==> src/rtl/uart_wb_bridge_pkg.sv <==
// Shared constants and state encoding for the UART-to-Wishbone debug bridge.
package uart_wb_bridge_pkg;

  localparam logic [7:0] CMD_WRITE = 8'h57;
  localparam logic [7:0] CMD_READ  = 8'h52;
  localparam logic [7:0] RESP_OK   = 8'h4B;
  localparam logic [7:0] RESP_ERR  = 8'h45;

  typedef enum logic [2:0] {
    IDLE,
    ADDR,
    DATA,
    BUS,
    RESP,
    SEND_DATA
  } state_t;

endpackage

==> src/rtl/sync_2ff.sv <==
// Two-flop synchronizer with a configurable reset level.
module sync_2ff #(
  parameter logic DEFAULT = 1'b1
) (
  input  logic i_clk,
  input  logic i_rst,
  input  logic i_d,
  output logic o_q
);

  logic meta;

  always_ff @(posedge i_clk) begin
    if (!i_rst) begin
      meta <= DEFAULT;
      o_q  <= DEFAULT;
    end else begin
      meta <= i_d;
      o_q  <= meta;
    end
  end

endmodule

==> src/rtl/uart_rx.sv <==
// 8N1 UART receiver; pulses o_valid for one clock at mid stop bit.
module uart_rx #(
  parameter int CLKS_PER_BIT = 217
) (
  input  logic       i_clk,
  input  logic       i_rst,
  input  logic       i_rx,
  output logic [7:0] o_data,
  output logic       o_valid
);

  localparam int CW = $clog2(CLKS_PER_BIT + 1);

  typedef enum logic [1:0] {RX_IDLE, RX_START, RX_BITS, RX_STOP} rx_state_t;

  rx_state_t       st;
  logic [CW-1:0]   cnt;
  logic [2:0]      bit_idx;

  always_ff @(posedge i_clk) begin
    if (!i_rst) begin
      st      <= RX_IDLE;
      cnt     <= '0;
      bit_idx <= '0;
      o_data  <= '0;
      o_valid <= 1'b0;
    end else begin
      o_valid <= 1'b0;
      case (st)
        RX_IDLE: begin
          cnt <= '0;
          if (!i_rx) st <= RX_START;
        end
        // Re-check the start bit half a bit later to reject glitches.
        RX_START: begin
          if (cnt == CW'(CLKS_PER_BIT / 2 - 1)) begin
            cnt     <= '0;
            bit_idx <= '0;
            st      <= i_rx ? RX_IDLE : RX_BITS;
          end else begin
            cnt <= cnt + CW'(1);
          end
        end
        RX_BITS: begin
          if (cnt == CW'(CLKS_PER_BIT - 1)) begin
            cnt     <= '0;
            o_data  <= {i_rx, o_data[7:1]};
            bit_idx <= bit_idx + 3'd1;
            if (bit_idx == 3'd7) st <= RX_STOP;
          end else begin
            cnt <= cnt + CW'(1);
          end
        end
        RX_STOP: begin
          if (cnt == CW'(CLKS_PER_BIT - 1)) begin
            cnt     <= '0;
            o_valid <= i_rx;
            st      <= RX_IDLE;
          end else begin
            cnt <= cnt + CW'(1);
          end
        end
        default: st <= RX_IDLE;
      endcase
    end
  end

endmodule

==> src/rtl/uart_tx.sv <==
// 8N1 UART transmitter; accepts a byte on i_valid while o_ready is high.
module uart_tx #(
  parameter int CLKS_PER_BIT = 217
) (
  input  logic       i_clk,
  input  logic       i_rst,
  input  logic [7:0] i_data,
  input  logic       i_valid,
  output logic       o_ready,
  output logic       o_tx
);

  localparam int CW = $clog2(CLKS_PER_BIT + 1);

  typedef enum logic [1:0] {TX_IDLE, TX_START, TX_BITS, TX_STOP} tx_state_t;

  tx_state_t     st;
  logic [CW-1:0] cnt;
  logic [2:0]    bit_idx;
  logic [7:0]    shreg;

  assign o_ready = (st == TX_IDLE);

  always_ff @(posedge i_clk) begin
    if (!i_rst) begin
      st      <= TX_IDLE;
      cnt     <= '0;
      bit_idx <= '0;
      shreg   <= '0;
      o_tx    <= 1'b1;
    end else begin
      case (st)
        TX_IDLE: begin
          o_tx <= 1'b1;
          cnt  <= '0;
          if (i_valid) begin
            shreg <= i_data;
            o_tx  <= 1'b0;
            st    <= TX_START;
          end
        end
        TX_START: begin
          if (cnt == CW'(CLKS_PER_BIT - 1)) begin
            cnt     <= '0;
            bit_idx <= '0;
            o_tx    <= shreg[0];
            shreg   <= {1'b0, shreg[7:1]};
            st      <= TX_BITS;
          end else begin
            cnt <= cnt + CW'(1);
          end
        end
        TX_BITS: begin
          if (cnt == CW'(CLKS_PER_BIT - 1)) begin
            cnt <= '0;
            if (bit_idx == 3'd7) begin
              o_tx <= 1'b1;
              st   <= TX_STOP;
            end else begin
              o_tx    <= shreg[0];
              shreg   <= {1'b0, shreg[7:1]};
              bit_idx <= bit_idx + 3'd1;
            end
          end else begin
            cnt <= cnt + CW'(1);
          end
        end
        TX_STOP: begin
          if (cnt == CW'(CLKS_PER_BIT - 1)) begin
            cnt <= '0;
            st  <= TX_IDLE;
          end else begin
            cnt <= cnt + CW'(1);
          end
        end
        default: st <= TX_IDLE;
      endcase
    end
  end

endmodule

==> src/rtl/uart_wb_bridge.sv <==
// UART-driven Wishbone classic initiator: parses read/write frames,
// runs one 32-bit bus cycle per frame and returns status plus read data.
module uart_wb_bridge
  import uart_wb_bridge_pkg::*;
#(
  parameter int CLK_FREQ   = 25000000,
  parameter int UART_BAUD  = 115200,
  parameter int WB_TIMEOUT = 1024,
  parameter int RX_TIMEOUT = 250000,
  parameter int USE_SYNC   = 1
) (
  input  logic        i_clk,
  input  logic        i_rst,
  input  logic        i_rx,
  output logic        o_tx,
  output logic        o_wb_cyc,
  output logic        o_wb_stb,
  output logic        o_wb_we,
  output logic [31:0] o_wb_addr,
  output logic [31:0] o_wb_data,
  output logic [3:0]  o_wb_sel,
  input  logic        i_wb_ack,
  input  logic        i_wb_err,
  input  logic [31:0] i_wb_data,
  output logic        o_busy
);

  localparam int CLKS_PER_BIT = CLK_FREQ / UART_BAUD;
  localparam int WBW          = $clog2(WB_TIMEOUT + 1);
  localparam int RXW          = $clog2(RX_TIMEOUT + 1);

  logic           rx_s;
  logic [7:0]     rx_data;
  logic           rx_valid;
  logic           tx_ready;
  logic           tx_valid;
  logic [7:0]     tx_data;

  state_t         state;
  logic           cyc;
  logic [1:0]     byte_cnt;
  logic [WBW-1:0] wb_cnt;
  logic [RXW-1:0] idle_cnt;
  logic [31:0]    rdata;
  logic           resp_err;

  generate
    if (USE_SYNC != 0) begin : g_sync
      sync_2ff #(.DEFAULT(1'b1)) u_sync (
        .i_clk (i_clk),
        .i_rst (i_rst),
        .i_d   (i_rx),
        .o_q   (rx_s)
      );
    end else begin : g_nosync
      assign rx_s = i_rx;
    end
  endgenerate

  uart_rx #(.CLKS_PER_BIT(CLKS_PER_BIT)) u_rx (
    .i_clk   (i_clk),
    .i_rst   (i_rst),
    .i_rx    (rx_s),
    .o_data  (rx_data),
    .o_valid (rx_valid)
  );

  uart_tx #(.CLKS_PER_BIT(CLKS_PER_BIT)) u_tx (
    .i_clk   (i_clk),
    .i_rst   (i_rst),
    .i_data  (tx_data),
    .i_valid (tx_valid),
    .o_ready (tx_ready),
    .o_tx    (o_tx)
  );

  assign o_wb_cyc = cyc;
  assign o_wb_stb = cyc;

  always_ff @(posedge i_clk) begin
    if (!i_rst) begin
      state     <= IDLE;
      cyc       <= 1'b0;
      o_wb_sel  <= '0;
      o_wb_we   <= 1'b0;
      o_wb_addr <= '0;
      o_wb_data <= '0;
      o_busy    <= 1'b0;
      byte_cnt  <= '0;
      wb_cnt    <= '0;
      idle_cnt  <= '0;
      rdata     <= '0;
      resp_err  <= 1'b0;
      tx_valid  <= 1'b0;
      tx_data   <= '0;
    end else begin
      tx_valid <= 1'b0;
      case (state)
        IDLE: begin
          if (rx_valid && (rx_data == CMD_WRITE || rx_data == CMD_READ)) begin
            o_wb_we  <= (rx_data == CMD_WRITE);
            o_busy   <= 1'b1;
            byte_cnt <= '0;
            idle_cnt <= '0;
            state    <= ADDR;
          end
        end
        ADDR, DATA: begin
          if (rx_valid) begin
            idle_cnt <= '0;
            byte_cnt <= byte_cnt + 2'd1;
            if (state == ADDR) o_wb_addr <= {o_wb_addr[23:0], rx_data};
            else               o_wb_data <= {o_wb_data[23:0], rx_data};
            if (byte_cnt == 2'd3) begin
              if (state == ADDR && o_wb_we) begin
                state <= DATA;
              end else begin
                state    <= BUS;
                cyc      <= 1'b1;
                o_wb_sel <= 4'hF;
                wb_cnt   <= '0;
              end
            end
          end else if (idle_cnt == RXW'(RX_TIMEOUT - 1)) begin
            state  <= IDLE;
            o_busy <= 1'b0;
          end else begin
            idle_cnt <= idle_cnt + RXW'(1);
          end
        end
        // err wins over ack; a timeout is reported the same way as err.
        BUS: begin
          if (i_wb_err || i_wb_ack || wb_cnt == WBW'(WB_TIMEOUT - 1)) begin
            cyc      <= 1'b0;
            o_wb_sel <= '0;
            resp_err <= i_wb_err || !i_wb_ack;
            rdata    <= i_wb_data;
            state    <= RESP;
          end else begin
            wb_cnt <= wb_cnt + WBW'(1);
          end
        end
        RESP: begin
          if (tx_valid) begin
            if (!resp_err && !o_wb_we) begin
              byte_cnt <= '0;
              state    <= SEND_DATA;
            end else begin
              o_busy <= 1'b0;
              state  <= IDLE;
            end
          end else if (tx_ready) begin
            tx_valid <= 1'b1;
            tx_data  <= resp_err ? RESP_ERR : RESP_OK;
          end
        end
        SEND_DATA: begin
          if (tx_valid) begin
            rdata    <= {rdata[23:0], 8'h00};
            byte_cnt <= byte_cnt + 2'd1;
            if (byte_cnt == 2'd3) begin
              o_busy <= 1'b0;
              state  <= IDLE;
            end
          end else if (tx_ready) begin
            tx_valid <= 1'b1;
            tx_data  <= rdata[31:24];
          end
        end
        default: state <= IDLE;
      endcase
    end
  end

endmodule
==> config.mk <==
export PLATFORM = sky130hd
export DESIGN_NAME = uart_wb_bridge
export DESIGN_NICKNAME = d
export VERILOG_FILES = /design/src/rtl/uart_wb_bridge_pkg.sv /design/src/rtl/sync_2ff.sv /design/src/rtl/uart_rx.sv /design/src/rtl/uart_tx.sv /design/src/rtl/uart_wb_bridge.sv
export SDC_FILE = /design/constraint.sdc
export NUM_CORES = 1
export LEC_CHECK = 0
export BUFFER_PORTS_ARGS = -buffer_cell sky130_fd_sc_hd__buf_4
export CAP_MARGIN = 20
export CELL_PAD_IN_SITES_DETAIL_PLACEMENT = 1
export CELL_PAD_IN_SITES_GLOBAL_PLACEMENT = 1
export CORE_ASPECT_RATIO = 0.75
export CORE_MARGIN = 8
export CORE_UTILIZATION = 43
export CTS_CLUSTER_SIZE = 14
export DETAILED_ROUTE_END_ITERATION = 7
export GPL_ROUTABILITY_DRIVEN = 0
export HOLD_SLACK_MARGIN = 0.05
export PLACE_DENSITY_LB_ADDON = 0.1
export SYNTH_ARGS = -nofsm -noshare
export SYNTH_HDL_FRONTEND = slang
export SYNTH_SLANG_ARGS = --single-unit
==> constraint.sdc <==
create_clock -name i_clk -period 2.3 [get_ports i_clk]
set_input_delay 0.23 -clock i_clk [delete_from_list [all_inputs] [get_ports i_clk]]
set_output_delay 0.23 -clock i_clk [all_outputs]
set_load 0.03 [all_outputs]
Word level (Yosys, flattened, before mapping)
Cells that the tools add are included.
W data, S select, Z words.
{ "totals": {"reg_bits": 193, "latchBits": 0, "memories": 0, "wordCells": 223, "output_inout_bits": 73, "ram_bits": 0, "rom_bits": 0, "inputBits": 37} }
{ "op_classes": {"bitwise": 3, "muxes": 89, "magnitude_cmp": 0, "n_reduce_logical": 46, "add_sub_neg": 7, "div": 0, "eq_ne": 52, "mul": 0, "n_shift": 0} }
{ "op_table": {"columns": ["op", "count"], "rows": [
  ["$mux W8", 11],
  ["$mux W32", 2],
  ["$pmux W32 S2", 1],
  ["$mux W18", 3],
  ["$pmux W8 S3", 2],
  ["$mux W11", 4],
  ["$mux W3", 14],
  ["$ne A2 B2 Y1 const B", 18],
  ["$pmux W18 S2", 1],
  ["$mux W2", 16],
  ["$pmux W8 S2", 2],
  ["$reduce_and A5 Y1", 6],
  ["$eq A8 B7 Y1 const B", 3],
  ["$pmux W2 S4", 3],
  ["$pmux W11 S2", 1],
  ["$reduce_and A3 Y1", 7],
  ["$mux W4", 5],
  ["$ne A2 B1 Y1 const B", 10],
  ["$add A18 B1 Y18 const B", 1],
  ["$eq A18 B18 Y1 const B", 1],
  ["$mux W1", 17],
  ["$add A8 B1 Y8 const B", 2],
  ["$eq A8 B8 Y1 const B", 2],
  ["$pmux W3 S5", 1],
  ["32 further kinds", 64]
]} }

Longest topological paths before layout
Gate-level depths: netlist (run 1).
{ "depth": {"ltp_word": 6, "mapped_depth": 9, "mapped_depth_nobuf": 7} }

Hierarchy
From an unflattened synthesis (run 1), not the netlist that was laid out.
{ "unflattened": {"cells_unflattened": 1021, "area_unflattened_um2": 8470.6} }
{ "by_module_without_submodules": {"columns": ["module", "n_inst", "area_per_inst_um2", "cells_each"], "rows": [
  ["uart_wb_bridge", 1, 6242.2, 778],
  ["uart_tx", 1, 1194.9, 130],
  ["uart_rx", 1, 980.9, 109],
  ["sync_2ff", 1, 52.6, 4]
]} }

Least setup slack after synthesis (run 1)
OpenSTA, ideal clock, no wires.
{ "synth_timing": {"path_kind": "reg2reg", "from": "register wb_cnt[0]", "to": "register rdata[0]", "synth_period_minus_slack_ns": 1.955, "path_slack_ns": 0.345, "t_arrival_ns": 1.837, "setup_ns": 0.117, "path_stages_with_launch": 7, "cell_sequence": "dfxtp_1 > ha_1 > nand3_1 > o31a_1 > nor2_1 > a21oi_1 > a32o_1"} }
{ "synth_between": {"elab_chain_len": 4} }
{ "synth_rtl": {"columns": ["item", "line", "rtl"], "rows": [
  ["start: declaration", "uart_wb_bridge.sv:42", "logic [WBW-1:0] wb_cnt;"],
  ["start signal: assignment", "uart_wb_bridge.sv:140", "wb_cnt <= wb_cnt + WBW'(1);"],
  ["$eq A11 B10 Y1", "uart_wb_bridge.sv:133", "if (i_wb_err || i_wb_ack || wb_cnt == WBW'(WB_TIMEOUT - 1)) begin"],
  ["$logic_or A1 B1 Y1", "uart_wb_bridge.sv:133", null],
  ["$ne A2 B2 Y1 (no line)", null, null],
  ["$reduce_and A3 Y1 (no line)", null, null],
  ["end signal: assignment", "uart_wb_bridge.sv:137", "rdata <= i_wb_data;"],
  ["end signal: assignment", "uart_wb_bridge.sv:159", "rdata <= {rdata[23:0], 8'h00};"],
  ["end: declaration", "uart_wb_bridge.sv:44", "logic [31:0] rdata;"]
]} }
No other way between the ends.
A chain may end at the register's enable or synchronous reset.

Worst setup path after layout (run 1)
{ "layout_timing": {"from": "register wb_cnt[0]", "to": "register wb_cnt[6]"} }
{ "layout_between": {"elab_chain_len": 4, "word_cells_on_any_way": 7, "classes_between": "add/sub (1); eq/ne (2); mux (2); reduce/logical (2)"} }
{ "layout_rtl": {"columns": ["item"], "rows": [
  ["parallel branches: the longest is 4 deep, another holds $add A11 B1 Y11"]
]} }
Several ways; the timed one is not identified. The select of a mux whose other input is x is not followed.

==> out/summary.txt, run 1 <==
synth warn - 0
Hold Path Depth - 3
Worst EP required - 2590 ps
# setup viols final - 0
DRT Pass-1 Iters - 4
FMAX - 466 MHz
initial core utilization - 43.5%
TritonCTS clock tree - built
CORE AREA - 19200 um2
post-synthesis sequential area ratio - 45.4%
Hold Violations, Final - 0
Die W - 177 um
dpl cells - 1321
CTS root buffer - clkbuf_16
DRC Markers - 0
grt ovf - 0
Yosys top cell by area - dfxtp_1
P_leak - 3.67 nW
hold wc startpoint - i_wb_data[9]
part of the cycle the worst path needs - 93.3%
IO Port Bufs - 109
R2R Path End - wb_cnt[6]
reg2reg start - wb_cnt[0]
Boundary Pins - 110
final worst slack - 155 ps
Synth cell types - 64
CP Capture Type - flip-flop
Max transition margin - 52.7%
clock-pin slew on the worst setup and hold paths - 80 ps
CTS max path bufs - 2
Fillers - 2296
Seq cells post-synth - 189
CTS sink cnt - 189
CP arrival - 2430 ps
First DRT Iteration DRCs - 483
most frequent cell after synthesis - nand2_1
worst reg2reg path depth - 7
largest net degree at the start of global routing - 62
async set-reset flop share out of synthesis - 0%
max-cap viol count - 0
Pwr Density - 672 nW/um2
Worst R2R Setup Slack - 160 ps
post-synthesis cell area - 8330 um2
total CTS buffers - 17
Final min period - 2140 ps
Cells after Synth - 1001
antenna fix cells - 0
DR vias - 7305
Setup TNS - 0 ps
CP startpoint kind - flip-flop
Final Slew Violations - 0
Vias/cell - 5.37
total die area - 24100 um2
outcome - completed
# Post-CTS Setup Buffers - 0
Crit Path Class - flip-flop to flip-flop
Clk Latency, worst-skew pair - 440 ps
WL final - 22900 um
commonest cells in the synthesized netlist - nand2_1 (220), dfxtp_1 (189), a21oi_1 (99), nor2_1 (89), clkbuf_1 (47)
Slew @ Worst Pin - 709 ps
GRT Overall Usage - 19.1%
first-pass GRT wire length - 37900 um
Post-synth EDFFs - 0
post-route ant nets - 0
die height - 137 um
vias in the first global route - 7421
Critical Path Fanout Max - 8
htree depth - 4
RSZ-0062 raised after global routing - false
Post-Synthesis Mean Instance Area - 8.33 um2
DR WL/cell - 16.9 um
Rows - 44
Syn Nets - 1059
Finished Layout Cells - 1361
dpl ws - 139 ps
Worst VDD drop - 0.518 mV
estimated wirelength of the detail-placed design - 15900 um
top cells by area, synth - dfxtp_1 (45%), nand2_1 (9.9%), a21oi_1 (5.9%), nor2_1 (4.0%), ha_1 (3.2%)
Yosys top cell area share - 45.4%
Hold EP - rdata[9]
Clock Skew - 13.4 ps
Syn-to-layout area delta - 20.7%
ratio of cells with drive above 1 in the final layout - 18.0%
Main synth FF type - dfxtp_1
worst min path class - input port to flip-flop
antenna violations before repair - 0
Final nets - 1154
==> placed cells by master (no fill, tap or decap), types with 8 or more instances in the layout <==
cell,count
clkbuf_16,17
o31ai_1,20
buf_4,134
dlygate4sd3_1,9
dfxtp_1,188
mux2i_1,26
nand2_1,220
ha_1,21
a21oi_1,99
a311oi_1,28
nor3_1,11
inv_1,16
nor2_1,89
and3_1,9
nand3_1,36
a32o_1,8
xnor2_1,14
o21ai_0,21
==> through the flow <==
stage	power [mW]	utilization, %	hold WS (ps)	instance area, um2
finish	6.76	52.5	69.9	10100
detailed placement	3.97	49.1	404	9410
CTS	6.83	52.5	53.4	10100
floorplan	3.76	-	331	8330
global placement	3.94	49.1	387	9410
global route	7.03	52.5	68.2	10100
==> critical path: stages, from the launching register on <==
cell and delay (ps):
dfxtp_1 350, ha_1 250, nand3_1 170, o31a_1 360, nor2_1 100, buf_4 170
nor2_1 420, a311oi_1 180
==> worst max-delay path by stage <==
stage / from / end / slack (ps) / depth (start not counted)
2_1_floorplan: wb_cnt[0] / rdata[0] / 350 / 6
3_3_place_gp: wb_cnt[0] / wb_cnt[6] / 210 / 7
3_5_place_dp: wb_cnt[0] / rdata[28] / 140 / 7
4_1_cts: wb_cnt[0] / wb_cnt[6] / 110 / 7
5_1_grt: state[0] / rdata[28] / 30 / 6
6_report: wb_cnt[0] / wb_cnt[6] / 160 / 7
==> what timing repair did <==
| item | in CTS | in global routing |
|---|---|---|
| hold endpoints to repair | 9 | 0 |
| hold buffers | 9 | 0 |
| resized for setup | 0 | 1 |
| endpoints found under the setup margin | 0 | 2 |
==> routing by layer <==
| layer | vias up | part of all wire, % | routed length (um) | global-route usage (%) |
|---|---|---|---|---|
| met3 | 14 | 3.4 | 778 | 4.14 |
| met5 | - | 0 | 0 | 0 |
| met4 | 0 | 0.96 | 221 | 4.84 |
| li1 | 3681 | - | - | - |
| met1 | 3533 | 50 | 11500 | 26.4 |
| met2 | 77 | 46 | 10500 | 29.8 |
==> power by group <==
part           internal (mW)  switching (mW)  leakage (nW)
sequential              3.30          0.0394          1.52
clock                   1.46            1.40         0.275
combinational          0.229           0.336          1.87
==> state kept, by name, indices dropped and copies added, names as in the netlist, 2 cells and up, named ones only <==
signal,count
o_wb_addr,32
o_wb_data,32
rdata,32
idle_cnt,18
wb_cnt,11
tx_data,8
u_rx.cnt,8
u_rx.o_data,8
u_tx.cnt,8
u_tx.shreg,8
state,3
u_rx.bit_idx,3
u_tx.bit_idx,3
byte_cnt,2
u_tx.st,2
==> final cells by class <==
cell class / count / area (um2) / area share [%]
well taps: 253 / 317 / 3.15
flip-flops and latches: 189 / 3780 / 37.6
clock inverters: 13 / 125 / 1.24
multi-input cells: 725 / 4180 / 41.5
clock buffers: 18 / 439 / 4.36
repair buffers: 146 / 1160 / 11.5
inverters: 17 / 66.3 / 0.659
==> logic make-up (layout without fill, tap and decap cells) <==
kind of cell    count (synthesis)  count (layout)  synth area share (%)
simple gates                  448             448                  25.1
compound gates                211             211                  16.6
flops                         189             189                  45.4
buf+inv                        87             194                  4.55
xor+xnor                       19              19                  2.09
fa+ha+maj                      21              21                  3.15
mux                            26              26                  3.12
(Power assumes the default switching activity.)
==> run 2, diff against run 1 <==
--- a/config.mk
+++ b/config.mk
@@ -17,6 +17,7 @@
 export GPL_ROUTABILITY_DRIVEN = 0
 export HOLD_SLACK_MARGIN = 0.05
 export PLACE_DENSITY_LB_ADDON = 0.1
+export RECOVER_POWER = 50
 export SYNTH_ARGS = -nofsm -noshare
 export SYNTH_HDL_FRONTEND = slang
 export SYNTH_SLANG_ARGS = --single-unit
==> out/summary.txt, run 2 (synthesis gave the netlist of run 1 again) <==
Hold WS - 70.7 ps
Slew @ Worst Pin - 891 ps
total die area - 24100 um2
DR WL/cell - 16.8 um
antenna violations before repair - 0
# Post-CTS Setup Buffers - 0
DRC Markers - 0
TritonCTS clock tree - built
P_leak - 3.34 nW
CTS sink cnt - 189
Vias/cell - 5.38
WL final - 22900 um
dpl cells - 1321
# setup viols final - 0
CP arrival - 2420 ps
Syn-to-layout area delta - 17.2%
clock network power share - 42.4%
estimated wirelength of the detail-placed design - 15900 um
CORE AREA - 19200 um2
layer with the highest usage - met2
RSZ-0062 raised after global routing - false
NetSw - 1.78 mW
initial core utilization - 43.5%
part of the cycle the worst path needs - 92.7%
most frequent cells in the layout - nand2_1 (220), dfxtp_1 (188), a21oi_1 (99)
worst min path class - input port to flip-flop
Final nets - 1154
Finished Layout Cells - 1361
CP startpoint kind - flip-flop
total CTS buffers - 17
Clock Skew - 11.2 ps
DR vias - 7318
Seq pwr share - 49.4%
post-route ant nets - 0
largest net degree at the start of global routing - 62
Clk Latency, worst-skew pair - 440 ps
Hold Path Depth - 3
antenna fix cells - 0
Worst VDD drop - 0.519 mV
Critical Path Fanout Max - 8
First DRT Iteration DRCs - 483
met1 Usage GRT - 26.4%
first-pass GRT wire length - 37900 um
Max transition margin - 40.6%
CTS max path bufs - 2
reg2reg start - wb_cnt[0]
total chip power - 6.75 mW
Final min period - 2130 ps
ratio of cells with drive above 1 in the final layout - 11.0%
Worst EP required - 2590 ps
Global Route met2 Usage - 29.8%
internal power - 4.97 mW
Pwr Density - 691 nW/um2
Boundary Pins - 110
final instance area - 9770 um2
grt ovf - 0
worst reg2reg path depth - 7
Final Slew Violations - 0
Logic pwr share - 8.2%
Hold Violations, Final - 0
CP Capture Type - flip-flop
Rows - 44
sw frac - 26.4%
Crit Path Class - flip-flop to flip-flop
max-cap viol count - 0
clock-pin slew on the worst setup and hold paths - 80 ps
Die W - 177 um
Largest regs - o_wb_addr x32, o_wb_data x32, rdata x32
vias in the first global route - 7421
Setup TNS - 0 ps
R2R Path End - wb_cnt[6]
outcome - completed
htree depth - 4
GRT Overall Usage - 19.1%
met3 Use GR - 4.14%
CTS root buffer - clkbuf_16
Worst R2R Setup Slack - 170 ps
FMAX - 469 MHz
DRT Pass-1 Iters - 4
hold wc startpoint - i_wb_data[9]
Placed Instance Area - 9410 um2
die height - 137 um
most common cell after layout, fill and taps aside - nand2_1
IO Port Bufs - 109
Hold EP - rdata[9]
==> run 2: what timing repair did <==
| action | in CTS | in global routing |
|---|---|---|
| setup endpoints to repair | 0 | 2 |
| endpoints found under the hold margin | 9 | 0 |
| hold buffers | 9 | 0 |
| gates resized for setup | 0 | 1 |
==> run 2: metrics by stage <==
stage | worst slack (ps) | utilization [%]
2_1_floorplan | 345 | -
3_3_place_gp | 207 | 49.1
3_5_place_dp | 139 | 49.1
4_1_cts | 109 | 52.5
5_1_grt | 25.8 | 51.0
6_report | 168 | 51.0
==> run 2: power by group through the flow <==
stage | logic, mW | registers, mW | clock network, mW
after floorplan | 0.357 | 3.41 | 0
after global placement | 0.534 | 3.41 | 0
after detailed placement | 0.554 | 3.41 | 0
after CTS | 0.571 | 3.34 | 2.92
after global routing | 0.614 | 3.34 | 3.06
final | 0.553 | 3.34 | 2.86
==> run 2: final cells by class <==
cell class                 instances  area [um2]
sequential                       189        3780
timing repair buffer             146         865
fill                            2336        9390
clock inverter                    13         125
tap                              253         317
clock buffer                      18         439
inverter                          17        66.3
multi-input combinational        725        4180
==> run 2: worst max-delay path, stage by stage, from the launching register on <==
cell,delay [ps]
dfxtp_1,350
ha_1,250
nand3_1,170
o31a_1,350
nor2_1,100
buf_4,170
nor2_1,410
a311oi_1,180
==> run 2: routing by layer <==
metal / part of all wire [%] / vias to the layer above
li1: - / 3681
met1: 50 / 3548
met2: 46 / 73
met3: 2.8 / 16
met4: 0.99 / 0
met5: 0 / -
==> run 2: worst max path at each step <==
stage                    from   endpoint  slack, ps
finish              wb_cnt[0]  wb_cnt[6]        170
global route         state[0]  rdata[28]         30
CTS                 wb_cnt[0]  wb_cnt[6]        110
detailed placement  wb_cnt[0]  rdata[28]        140
global placement    wb_cnt[0]  wb_cnt[6]        210
floorplan           wb_cnt[0]   rdata[0]        350
==> run 3, diff against run 2 <==
--- a/config.mk
+++ b/config.mk
@@ -5,19 +5,20 @@
 export SDC_FILE = /design/constraint.sdc
 export NUM_CORES = 1
 export LEC_CHECK = 0
-export BUFFER_PORTS_ARGS = -buffer_cell sky130_fd_sc_hd__buf_4
 export CAP_MARGIN = 20
 export CELL_PAD_IN_SITES_DETAIL_PLACEMENT = 1
 export CELL_PAD_IN_SITES_GLOBAL_PLACEMENT = 1
 export CORE_ASPECT_RATIO = 0.75
 export CORE_MARGIN = 8
-export CORE_UTILIZATION = 43
+export CORE_UTILIZATION = 47
 export CTS_CLUSTER_SIZE = 14
 export DETAILED_ROUTE_END_ITERATION = 7
+export DONT_BUFFER_PORTS = 1
 export GPL_ROUTABILITY_DRIVEN = 0
 export HOLD_SLACK_MARGIN = 0.05
 export PLACE_DENSITY_LB_ADDON = 0.1
 export RECOVER_POWER = 50
+export SETUP_SLACK_MARGIN = 0.5
 export SYNTH_ARGS = -nofsm -noshare
 export SYNTH_HDL_FRONTEND = slang
 export SYNTH_SLANG_ARGS = --single-unit
==> out/summary.txt, run 3 (synthesis gave the netlist of run 1 again) <==
CTS max path bufs - 2
CTS sink cnt - 189
vias in the first global route - 8074
htree depth - 4
Largest regs - o_wb_addr x32, o_wb_data x32, rdata x32
DRT Pass-1 Iters - 5
initial core utilization - 47.6%
Slew @ Worst Pin - 973 ps
Critical Path Fanout Max - 6
worst min path class - input port to flip-flop
Pwr Density - 661 nW/um2
Final nets - 1129
most common cell after layout, fill and taps aside - nand2_1
Final min period - 2030 ps
post-route ant nets - 0
CTS root buffer - clkbuf_16
ratio of cells with drive above 1 in the final layout - 25.2%
estimated wirelength of the detail-placed design - 15400 um
Final Slew Violations - 0
grt ovf - 0
Syn-to-layout area delta - 29.1%
CP arrival - 2360 ps
TritonCTS clock tree - built
DR WL/cell - 22.2 um
largest net degree at the start of global routing - 83
part of the cycle the worst path needs - 88.2%
antenna violations before repair - 2
Critical Path Most Common Cell - buf_6
GRT Overall Usage - 23.0%
die height - 131 um
max-cap viol count - 0
CP Capture Type - flip-flop
P_leak - 3.69 nW
total die area - 22300 um2
Largest delay share family, worst path - compound AO/OA/AOI/OAI gates
crit-path cells - ha_4 > nand3_4 > o31a_1 > o21ai_4 > buf_6 > buf_6 > buf_16 > nor2_1 > a311oi_1
outcome - completed
Setup TNS - 0 ps
# setup viols final - 0
CORE AREA - 17500 um2
first-pass GRT wire length - 42200 um
Clock Skew - 12.1 ps
total chip power - 7.11 mW
total CTS buffers - 17
most frequent cells in the layout - nand2_1 (218), dfxtp_1 (155), a21oi_1 (86)
FMAX - 493 MHz
WL final - 29500 um
DR vias - 8006
Boundary Pins - 110
Die W - 170 um
CP max-delay cell - dfxtp_4
WP buf/inv - 3
clock-pin slew on the worst setup and hold paths - 80 ps
First DRT Iteration DRCs - 539
RSZ-0062 raised after global routing - true
CP startpoint kind - flip-flop
Worst EP required - 2630 ps
Max transition margin - 35.4%
IO Port Bufs - 0
Clk Latency, worst-skew pair - 450 ps
Crit Path Class - flip-flop to flip-flop
max incr delay on CP - 370 ps
Rows - 42
Worst VDD drop - 0.396 mV
Hold WS - 63.0 ps
DRC Markers - 0
Vias/cell - 6.02
Hold Violations, Final - 0
run 3: cell types whose count changed in the layout (fill, tap and decap cells not counted), moves of 14 or more:
cell	change
dfxtp_1	-33
dfxtp_2	+21
dlygate4sd3_1	+26
clkbuf_1	-76
buf_6	+14
nor2_1	-21
run 3: path summary, 6_finish.rpt:
check                 endpoint               start  depth (start not counted)  slack [ps]
max                  rdata[23]           wb_cnt[0]                          9         270
min                u_rx.cnt[1]               i_rst                          3          60
max reg2reg          rdata[23]           wb_cnt[0]                          9         270
min reg2reg  g_sync.u_sync.o_q  g_sync.u_sync.meta                          1         420
run 3: layer usage:
metal	part of all wire, %	vias to the layer above	global-route usage, %
li1	-	3661	-
met5	0	-	0
met1	40	4018	27.2
met2	51	231	40.1
met4	3.9	0	8.58
met3	4.8	96	4.91
run 3: worst min-delay path, cell delays in order:
cell,delay (ps)
nand3b_1,60
buf_4,150
nor2_1,40
run 3: power breakdown:
part,internal [mW],total (mW),switching [mW]
Combinational,0.291,0.675,0.384
Sequential,3.29,3.34,0.0505
Clock,1.58,3.10,1.52
Total,5.16,7.11,1.96
run 3: layout make-up:
class,instances,area (um2)
clock inverter,15,196
fill,1967,6740
inverter,17,66.3
antenna,3,7.51
clock buffer,17,425
timing repair buffer,119,1190
multi-input combinational,727,4710
sequential,189,3860
tap,242,303
run 3: stage by stage:
step                utilization (%)  cells  area [um2]  worst slack, ps
floorplan                         -   1001        8360              448
global placement               48.9   1198        8560              307
global route                   61.5   1328       10800              194
finish                         61.5   1329       10800              272
detailed placement             48.9   1198        8560              116
CTS                            58.4   1303       10200              412
run 3: timing repair:
| item | in CTS | in global routing |
|---|---|---|
| hold buffers | 36 | 0 |
| buffers inserted | 31 | 22 |
| pin swaps | 45 | 42 |
| hold endpoints to repair | 56 | 0 |
| gates cloned | 6 | 1 |
| gates resized for setup | 91 | 109 |
| endpoints found under the setup margin | 75 | 97 |
